`config.mk`:
```
export PLATFORM = sky130hd
export DESIGN_NAME = instr_prefetch_queue
export DESIGN_NICKNAME = d
export VERILOG_FILES = /design/src/rtl/instr_prefetch_queue.sv
export SDC_FILE = /design/constraint.sdc
export NUM_CORES = 1
export LEC_CHECK = 0
export BUFFER_PORTS_ARGS = -buffer_cell sky130_fd_sc_hd__buf_2
export CAP_MARGIN = 20
export CORE_MARGIN = 2
export CORE_UTILIZATION = 50
export CTS_BUF_LIST = sky130_fd_sc_hd__clkbuf_8
export CTS_CLUSTER_DIAMETER = 200
export CTS_CLUSTER_SIZE = 10
export DETAILED_ROUTE_END_ITERATION = 6
export PLACE_DENSITY = 0.71
export SETUP_SLACK_MARGIN = 0.1
export SLEW_MARGIN = 5
export SYNTH_ARGS = -nofsm -noshare
export SYNTH_HDL_FRONTEND = slang
export SYNTH_SLANG_ARGS = --single-unit
```
`constraint.sdc`:
```
create_clock -name clk -period 10 [get_ports clk]
set_input_delay 2 -clock clk [delete_from_list [all_inputs] [get_ports clk]]
set_output_delay 2 -clock clk [all_outputs]
set_load 0.02 [all_outputs]
```
`src/rtl/instr_prefetch_queue.sv`:
```
// Instruction prefetch queue: sequential fetch-address generator, in-order
// response capture into a DEPTH-entry FIFO, valid/ready delivery to decode,
// and redirect flush with discard of stale in-flight responses.
// Optional macro FETCHQ_BYPASS_EN: when the queue is empty and decode is
// ready, a fresh response is forwarded combinationally to the decode outputs.
module instr_prefetch_queue #(
    parameter int          DEPTH           = 4,
    parameter int          MAX_OUTSTANDING = 2,
    parameter logic [63:0] RESET_PC        = 64'h0
) (
    input  logic        clk,
    input  logic        rst,
    input  logic        redirect_i,
    input  logic [63:0] redirect_pc_i,
    output logic        imem_req_o,
    output logic [63:0] imem_addr_o,
    input  logic        imem_gnt_i,
    input  logic        imem_rvalid_i,
    input  logic [31:0] imem_rdata_i,
    output logic        valid_o,
    output logic [31:0] instr_o,
    output logic [63:0] pc_o,
    output logic [63:0] pc_plus4_o,
    input  logic        ready_i
);
    localparam int PTR_W = $clog2(DEPTH);
    localparam int CNT_W = $clog2(DEPTH + 1);
    localparam logic [CNT_W:0]   DEPTH_C = (CNT_W + 1)'(DEPTH);
    localparam logic [CNT_W-1:0] MAXO_C  = CNT_W'(MAX_OUTSTANDING);

    logic [31:0]      instr_mem_q [DEPTH];
    logic [63:0]      pc_mem_q    [DEPTH];
    logic [63:0]      fpc_q, fpc_d, rpc_q, rpc_d;
    logic [PTR_W-1:0] rd_ptr_q, rd_ptr_d, wr_ptr_q, wr_ptr_d;
    logic [CNT_W-1:0] count_q, count_d, osd_q, osd_d, dsc_q, dsc_d;
    logic [CNT_W:0]   credit;
    logic [63:0]      redirect_tgt;
    logic             req, gnt_fire, empty, push, pop, bypass;
    logic [31:0]      instr_out;
    logic [63:0]      pc_out;

    // Every granted request must have a FIFO slot reserved for its response.
    assign credit       = {1'b0, count_q} + {1'b0, osd_q};
    assign empty        = (count_q == '0);
    assign req          = rst & ~redirect_i & (credit < DEPTH_C) & (osd_q < MAXO_C);
    assign gnt_fire     = req & imem_gnt_i;
    assign redirect_tgt = redirect_pc_i & ~64'd3;

`ifdef FETCHQ_BYPASS_EN
    assign bypass = rst & empty & (dsc_q == '0) & ~redirect_i & imem_rvalid_i & ready_i;
`else
    assign bypass = 1'b0;
`endif

    assign push = ~redirect_i & imem_rvalid_i & (dsc_q == '0) & ~bypass;
    assign pop  = ~redirect_i & ~empty & ready_i;

    assign imem_req_o  = req;
    assign imem_addr_o = fpc_q;

    // Next-state: redirect overrides all; stale responses are counted off via dsc.
    always_comb begin
        fpc_d    = fpc_q;
        rpc_d    = rpc_q;
        rd_ptr_d = rd_ptr_q;
        wr_ptr_d = wr_ptr_q;
        count_d  = count_q;
        dsc_d    = dsc_q;
        case ({gnt_fire, imem_rvalid_i})
            2'b10:   osd_d = osd_q + CNT_W'(1);
            2'b01:   osd_d = osd_q - CNT_W'(1);
            default: osd_d = osd_q;
        endcase
        if (redirect_i) begin
            fpc_d    = redirect_tgt;
            rpc_d    = redirect_tgt;
            rd_ptr_d = '0;
            wr_ptr_d = '0;
            count_d  = '0;
            dsc_d    = osd_d;
        end else begin
            if (gnt_fire) fpc_d = fpc_q + 64'd4;
            if (imem_rvalid_i) begin
                if (dsc_q != '0) dsc_d = dsc_q - CNT_W'(1);
                else             rpc_d = rpc_q + 64'd4;
            end
            if (push) wr_ptr_d = wr_ptr_q + PTR_W'(1);
            if (pop)  rd_ptr_d = rd_ptr_q + PTR_W'(1);
            case ({push, pop})
                2'b10:   count_d = count_q + CNT_W'(1);
                2'b01:   count_d = count_q - CNT_W'(1);
                default: count_d = count_q;
            endcase
        end
    end

    // Control state register with asynchronous active-low reset.
    always_ff @(posedge clk or negedge rst) begin
        if (!rst) begin
            fpc_q    <= RESET_PC;
            rpc_q    <= RESET_PC;
            rd_ptr_q <= '0;
            wr_ptr_q <= '0;
            count_q  <= '0;
            osd_q    <= '0;
            dsc_q    <= '0;
        end else begin
            fpc_q    <= fpc_d;
            rpc_q    <= rpc_d;
            rd_ptr_q <= rd_ptr_d;
            wr_ptr_q <= wr_ptr_d;
            count_q  <= count_d;
            osd_q    <= osd_d;
            dsc_q    <= dsc_d;
        end
    end

    // FIFO storage; contents are only observed while count is nonzero.
    always_ff @(posedge clk) begin
        if (push) begin
            instr_mem_q[wr_ptr_q] <= imem_rdata_i;
            pc_mem_q[wr_ptr_q]    <= rpc_q;
        end
    end

    // Decode-side outputs; an empty queue shows zero and the next expected PC.
    always_comb begin
        instr_out = empty ? 32'h0 : instr_mem_q[rd_ptr_q];
        pc_out    = empty ? rpc_q : pc_mem_q[rd_ptr_q];
        if (bypass) begin
            instr_out = imem_rdata_i;
            pc_out    = rpc_q;
        end
    end

    assign valid_o    = ~empty | bypass;
    assign instr_o    = instr_out;
    assign pc_o       = pc_out;
    assign pc_plus4_o = pc_out + 64'd4;

endmodule

```
==> PnR_summary.wiki <==
{| class="wikitable"
! Metric !! Value
|-
| Worst IR Drop VDD || 164 uV
|-
| GP Congestion || 0.888
|-
| Core Region || between 0.04 and 0.05 mm^2
|-
| Largest area contributor in the synthesized netlist || sky130_fd_sc_hd__edfxtp_1
|-
| Post-CTS resize count || 0
|-
| Seq. cell area || about 0.015 mm^2
|-
| All-layer global routing usage || approximately a quarter
|-
| CTS tree || done
|-
| Layout cells sized above 1 || 23.9%
|-
| Internal power || between 3 and 4 mW
|-
| Antenna violations before repair || 0
|-
| Number of enable flip-flop cells after synthesis || 376
|-
| Cells taking the most area after synthesis || sky130_fd_sc_hd__edfxtp_1 (47%), sky130_fd_sc_hd__dfrtp_1 (14%), sky130_fd_sc_hd__mux4_2 (8.5%)
|-
| Sequential share of power || slightly below 40%
|-
| IO Port Bufs || between 300 and 400
|-
| Clock edge transition at the registers on the reported setup and hold paths || roughly 0.08 ns
|-
| Via count || approximately 17000
|-
| Final core utilization || 56.7%
|-
| DR DRC count || 0
|-
| Unrepaired setup endpoints after global routing || no
|-
| # H-tree levels || 2
|-
| Kind of end point of the critical path || output pin
|-
| Period Utilization, post-route || around three quarters
|-
| Run status || complete, no violations
|-
| Post-synthesis share of cell area spent on and, or, nand and nor gates || between 10 and 15%
|-
| Violation count after the first detailed-route iteration || 1234
|-
| Cell count of the worst hold path || 1
|-
| Post-CTS Repair Setup Buffers || 0
|-
| Cell breakdown of the critical path || buf_4 > mux4_2 > nand4_1 > a222oi_1 > nand4_1 > or2_2 > a21oi_1 > xnor2_1 > buf_2
|-
| Area delta synth->final || 12.3%
|-
| Worst slew pin tran || around 1.1 ns
|-
| DP Worst Slack || 3.32 ns
|-
| Site row count || 80
|-
| Compound-cell area share of the yosys netlist || 5.85%
|-
| P per Cell Area || ~240 mW/mm^2
|-
| Path depth of the worst reg2reg path || 15
|-
| Post-synthesis register bit count || between 500 and 600
|-
| Wire length of the first global-routing pass || about 94 mm
|-
| Worst reg2reg path startpoint || count_q[1]
|-
| Area enclosed by the die boundary || between 0.04 and 0.05 mm^2
|-
| Critical Path Start Type || register
|-
| Hold_sp || osd_q[2]
|-
| Hold WC Path Type || register to register
|-
| Die W || around 220 um
|-
| Post-synth cell types || 68
|-
| Post-Place Cells || around 2700
|-
| Detailed Routing Iterations Pass 1 || 6
|-
| Post-synth top flop || sky130_fd_sc_hd__edfxtp_1
|-
| Crit path required time || roughly 8.0 ns
|-
| Cell Area, Placed || roughly 0.026 mm^2
|-
| Die Ht || between 200 and 250 um
|-
| Crit path max-delay cell type || sky130_fd_sc_hd__dfrtp_4
|-
| Number of warning messages in the yosys log || 0
|-
| Standby leakage power || 10.0 nW
|-
| Sequential area share after synthesis || approximately three fifths
|-
| Final HPWL DP || ~41 mm
|-
| Timing startpoint of the critical path || rd_ptr_q[1]
|-
| Final Net Count || between 2000 and 2500
|-
| Delay of the slowest cell on the worst path || between 0.9 and 1 ns
|-
| Setup TNS || 0 ns
|-
| Final cell count without fillers || 2784
|-
| FMAX || approximately 140 MHz
|-
| Diode insertion count for antenna repair || 0
|-
| Cell repeated most along the worst path || sky130_fd_sc_hd__nand4_1
|-
| Instance count of the mapped netlist || roughly 1800
|-
| Via count of the first global-routing pass || about 16000
|-
| End point of the most critical hold path || osd_q[2]
|-
| Finished Cell Area || 0.0269 mm^2
|-
| Routed via count divided by cell count || 5.97
|-
| Total CTS buffers || 57
|-
| Worst reg2reg setup slack || 6.27 ns
|-
| Worst reg2reg endpoint || dsc_q[2]
|-
| Pin count of the biggest net entering global routing || 83
|-
| Total setup violations reported at the end of the flow || 0
|-
| Share of the synthesized area in the top cell type || roughly 47%
|-
| Tightest hold margin || 0.528 ns
|-
| Number of fill cells in the layout || approximately 3900
|-
| Slew margin rel. || 29.2%
|-
| Synth Area in XOR/XNOR || 4.79%
|-
| Critical Path AT || between 5 and 6 ns
|-
| Proportion of register bits with asynchronous set or reset after synthesis || around a quarter
|-
| Relative contribution of the clock network to total power || between 10% and 20%
|-
| Mean Syn Cell Area || between 10 and 15 um^2
|-
| Initial Utilization || between 50% and 60%
|-
| Final setup margin || approximately 2.6 ns
|-
| Routed WL per cell || approximately 22 um
|-
| GRT Residual Overflow || 0
|-
| CTS Hold Buffers Added || 0
|-
| Adder and majority cell fraction of the synthesized area || less than 1%
|-
| Peak fanout along the critical path || 54
|-
| Worst Clk Skew || between 0.015 and 0.02 ns
|-
| Psw || about 2.7 mW
|-
| Share of total power in combinational logic || slightly above 40%
|-
| Post-synthesis instance area || ~0.024 mm^2
|-
| Min cycle time layout || around 7.4 ns
|-
| Area of the multi-input gates || 0.00861 mm^2
|-
| IO Pins || about 330
|-
| Max Root-Sink Buffers || 3
|-
| Routed wire length || 61.4 mm
|-
| Final ANT Viol Nets || 0
|-
| Startpoint-to-endpoint class of the critical path || register to output pin
|-
| Kind of cell adding the most delay to the critical path || simple AND/OR/NAND/NOR gates
|-
| Switching portion of total power || 40.7%
|-
| Count of buffer and inverter cells on the critical path || 2
|-
| Post-synthesis mux area share || about a tenth
|-
| Post-route total power || approximately 6.6 mW
|-
| Number of max-slew violations in the final report || 0
|-
| Master cell of the clock root buffer || sky130_fd_sc_hd__clkbuf_8
|-
| # Max-Cap Violations || 0
|-
| Clock insertion delay at the later pin of the skew report || ~0.64 ns
|-
| Clock sink total || 513
|-
| Main combinational cell family by area after synthesis || simple AND/OR/NAND/NOR gates
|-
| Final Hold Fails || 0
|}
placed cells by master, fill, tap and decap left out, types with 55 or more instances in the layout:
cell                         n
sky130_fd_sc_hd__buf_2     317
sky130_fd_sc_hd__dfrtp_1   135
sky130_fd_sc_hd__xnor2_1    72
sky130_fd_sc_hd__nor2_1     71
sky130_fd_sc_hd__clkbuf_8   59
sky130_fd_sc_hd__edfxtp_1  376
sky130_fd_sc_hd__o21ai_0   126
sky130_fd_sc_hd__inv_1      55
sky130_fd_sc_hd__nand3_1    94
sky130_fd_sc_hd__mux4_2     90
sky130_fd_sc_hd__xor2_1     59
sky130_fd_sc_hd__nand2_1   304
worst max-delay path by stage:
stage	endpoint	slack (ns)	depth (start not counted)
floorplan	pc_plus4_o[52]	3.43	20
global placement	pc_plus4_o[37]	3.33	9
detailed placement	pc_plus4_o[37]	3.32	9
CTS	pc_plus4_o[37]	2.60	9
global route	pc_plus4_o[63]	2.28	9
finish	pc_plus4_o[37]	2.62	9
layout make-up:
cell class / instances / area share, %
Tap cell: 615 / 2.86
Timing Repair Buffer: 335 / 6.42
Sequential cell: 513 / 54.8
Inverter: 44 / 0.624
Clock inverter: 16 / 0.256
Multi-Input combinational cell: 1202 / 32.0
Clock buffer: 59 / 3.02
worst reg2reg max path, cell delays in order, from the launching register on:
cell and delay [ns]:
sky130_fd_sc_hd__dfrtp_1 0.45, sky130_fd_sc_hd__ha_1 0.31, sky130_fd_sc_hd__nand3_1 0.07, sky130_fd_sc_hd__and3_1 0.22
sky130_fd_sc_hd__and2_1 0.19, sky130_fd_sc_hd__buf_4 0.24, sky130_fd_sc_hd__inv_2 0.09, sky130_fd_sc_hd__buf_4 0.60
sky130_fd_sc_hd__ha_1 0.39, sky130_fd_sc_hd__inv_1 0.07, sky130_fd_sc_hd__fa_1 0.39, sky130_fd_sc_hd__xor2_1 0.15
sky130_fd_sc_hd__nor2_1 0.12, sky130_fd_sc_hd__xor2_1 0.21, sky130_fd_sc_hd__nand2_1 0.07, sky130_fd_sc_hd__o21ai_0 0.09
flip-flops by register name, summed over array words and instances, names as in the netlist:
name,count
count_q,3
dsc_q,3
imem_addr_o,62
instr_mem_q,128
osd_q,3
pc_mem_q,248
rd_ptr_q,2
rpc_q,62
wr_ptr_q,2
logic make-up after synthesis:
group / count (synthesis)
and+or+nand+nor: 701
DFF: 513
AOI/OAI and AO/OA: 231
buffers and inverters: 138
xor gates and xnor gates: 131
muxes: 119
adders and majority gates: 14
other: 1
per-layer routing:
layer | GRT usage, % | wire, um | up-vias
li1 | - | - | 7464
met1 | 36.6 | 26900 | 8297
met2 | 37.4 | 27800 | 755
met3 | 3.74 | 4950 | 111
met4 | 8.62 | 1770 | 0
met5 | 0 | 0 | -
power groups by stage:
stage	combinational (mW)	sequential, mW	clock [mW]
6_report	2.72	2.61	1.23
5_1_grt	2.91	2.63	1.34
4_1_cts	2.74	2.61	1.27
3_5_place_dp	2.73	2.65	0
3_3_place_gp	2.70	2.64	0
2_1_floorplan	1.89	2.60	0
synth_stat cells (3+ instances only):
cell type / count
sky130_fd_sc_hd__a21o_1: 3
sky130_fd_sc_hd__a21oi_1: 19
sky130_fd_sc_hd__a222oi_1: 4
sky130_fd_sc_hd__a31oi_1: 21
sky130_fd_sc_hd__and2_1: 52
sky130_fd_sc_hd__and3_1: 38
sky130_fd_sc_hd__and4_1: 8
sky130_fd_sc_hd__buf_1: 5
sky130_fd_sc_hd__buf_2: 12
sky130_fd_sc_hd__buf_4: 10
sky130_fd_sc_hd__buf_6: 3
sky130_fd_sc_hd__clkbuf_1: 61
sky130_fd_sc_hd__dfrtp_1: 137
sky130_fd_sc_hd__edfxtp_1: 376
sky130_fd_sc_hd__ha_1: 12
sky130_fd_sc_hd__inv_1: 41
sky130_fd_sc_hd__mux2_2: 4
sky130_fd_sc_hd__mux2i_1: 21
sky130_fd_sc_hd__mux4_1: 4
sky130_fd_sc_hd__mux4_2: 90
sky130_fd_sc_hd__nand2_1: 304
sky130_fd_sc_hd__nand2b_1: 6
sky130_fd_sc_hd__nand3_1: 94
sky130_fd_sc_hd__nand3b_1: 6
sky130_fd_sc_hd__nand4_1: 39
sky130_fd_sc_hd__nand4b_1: 5
sky130_fd_sc_hd__nor2_1: 72
sky130_fd_sc_hd__nor3_1: 20
sky130_fd_sc_hd__nor3_2: 3
sky130_fd_sc_hd__nor3b_1: 6
sky130_fd_sc_hd__nor4_1: 12
sky130_fd_sc_hd__nor4b_1: 3
sky130_fd_sc_hd__o211ai_1: 21
sky130_fd_sc_hd__o21ai_0: 126
sky130_fd_sc_hd__o311ai_0: 23
sky130_fd_sc_hd__or2_2: 4
sky130_fd_sc_hd__or3_1: 11
sky130_fd_sc_hd__or4_1: 6
sky130_fd_sc_hd__xnor2_1: 72
sky130_fd_sc_hd__xor2_1: 59
No activity file was read; power rests on OpenSTA's default activity.
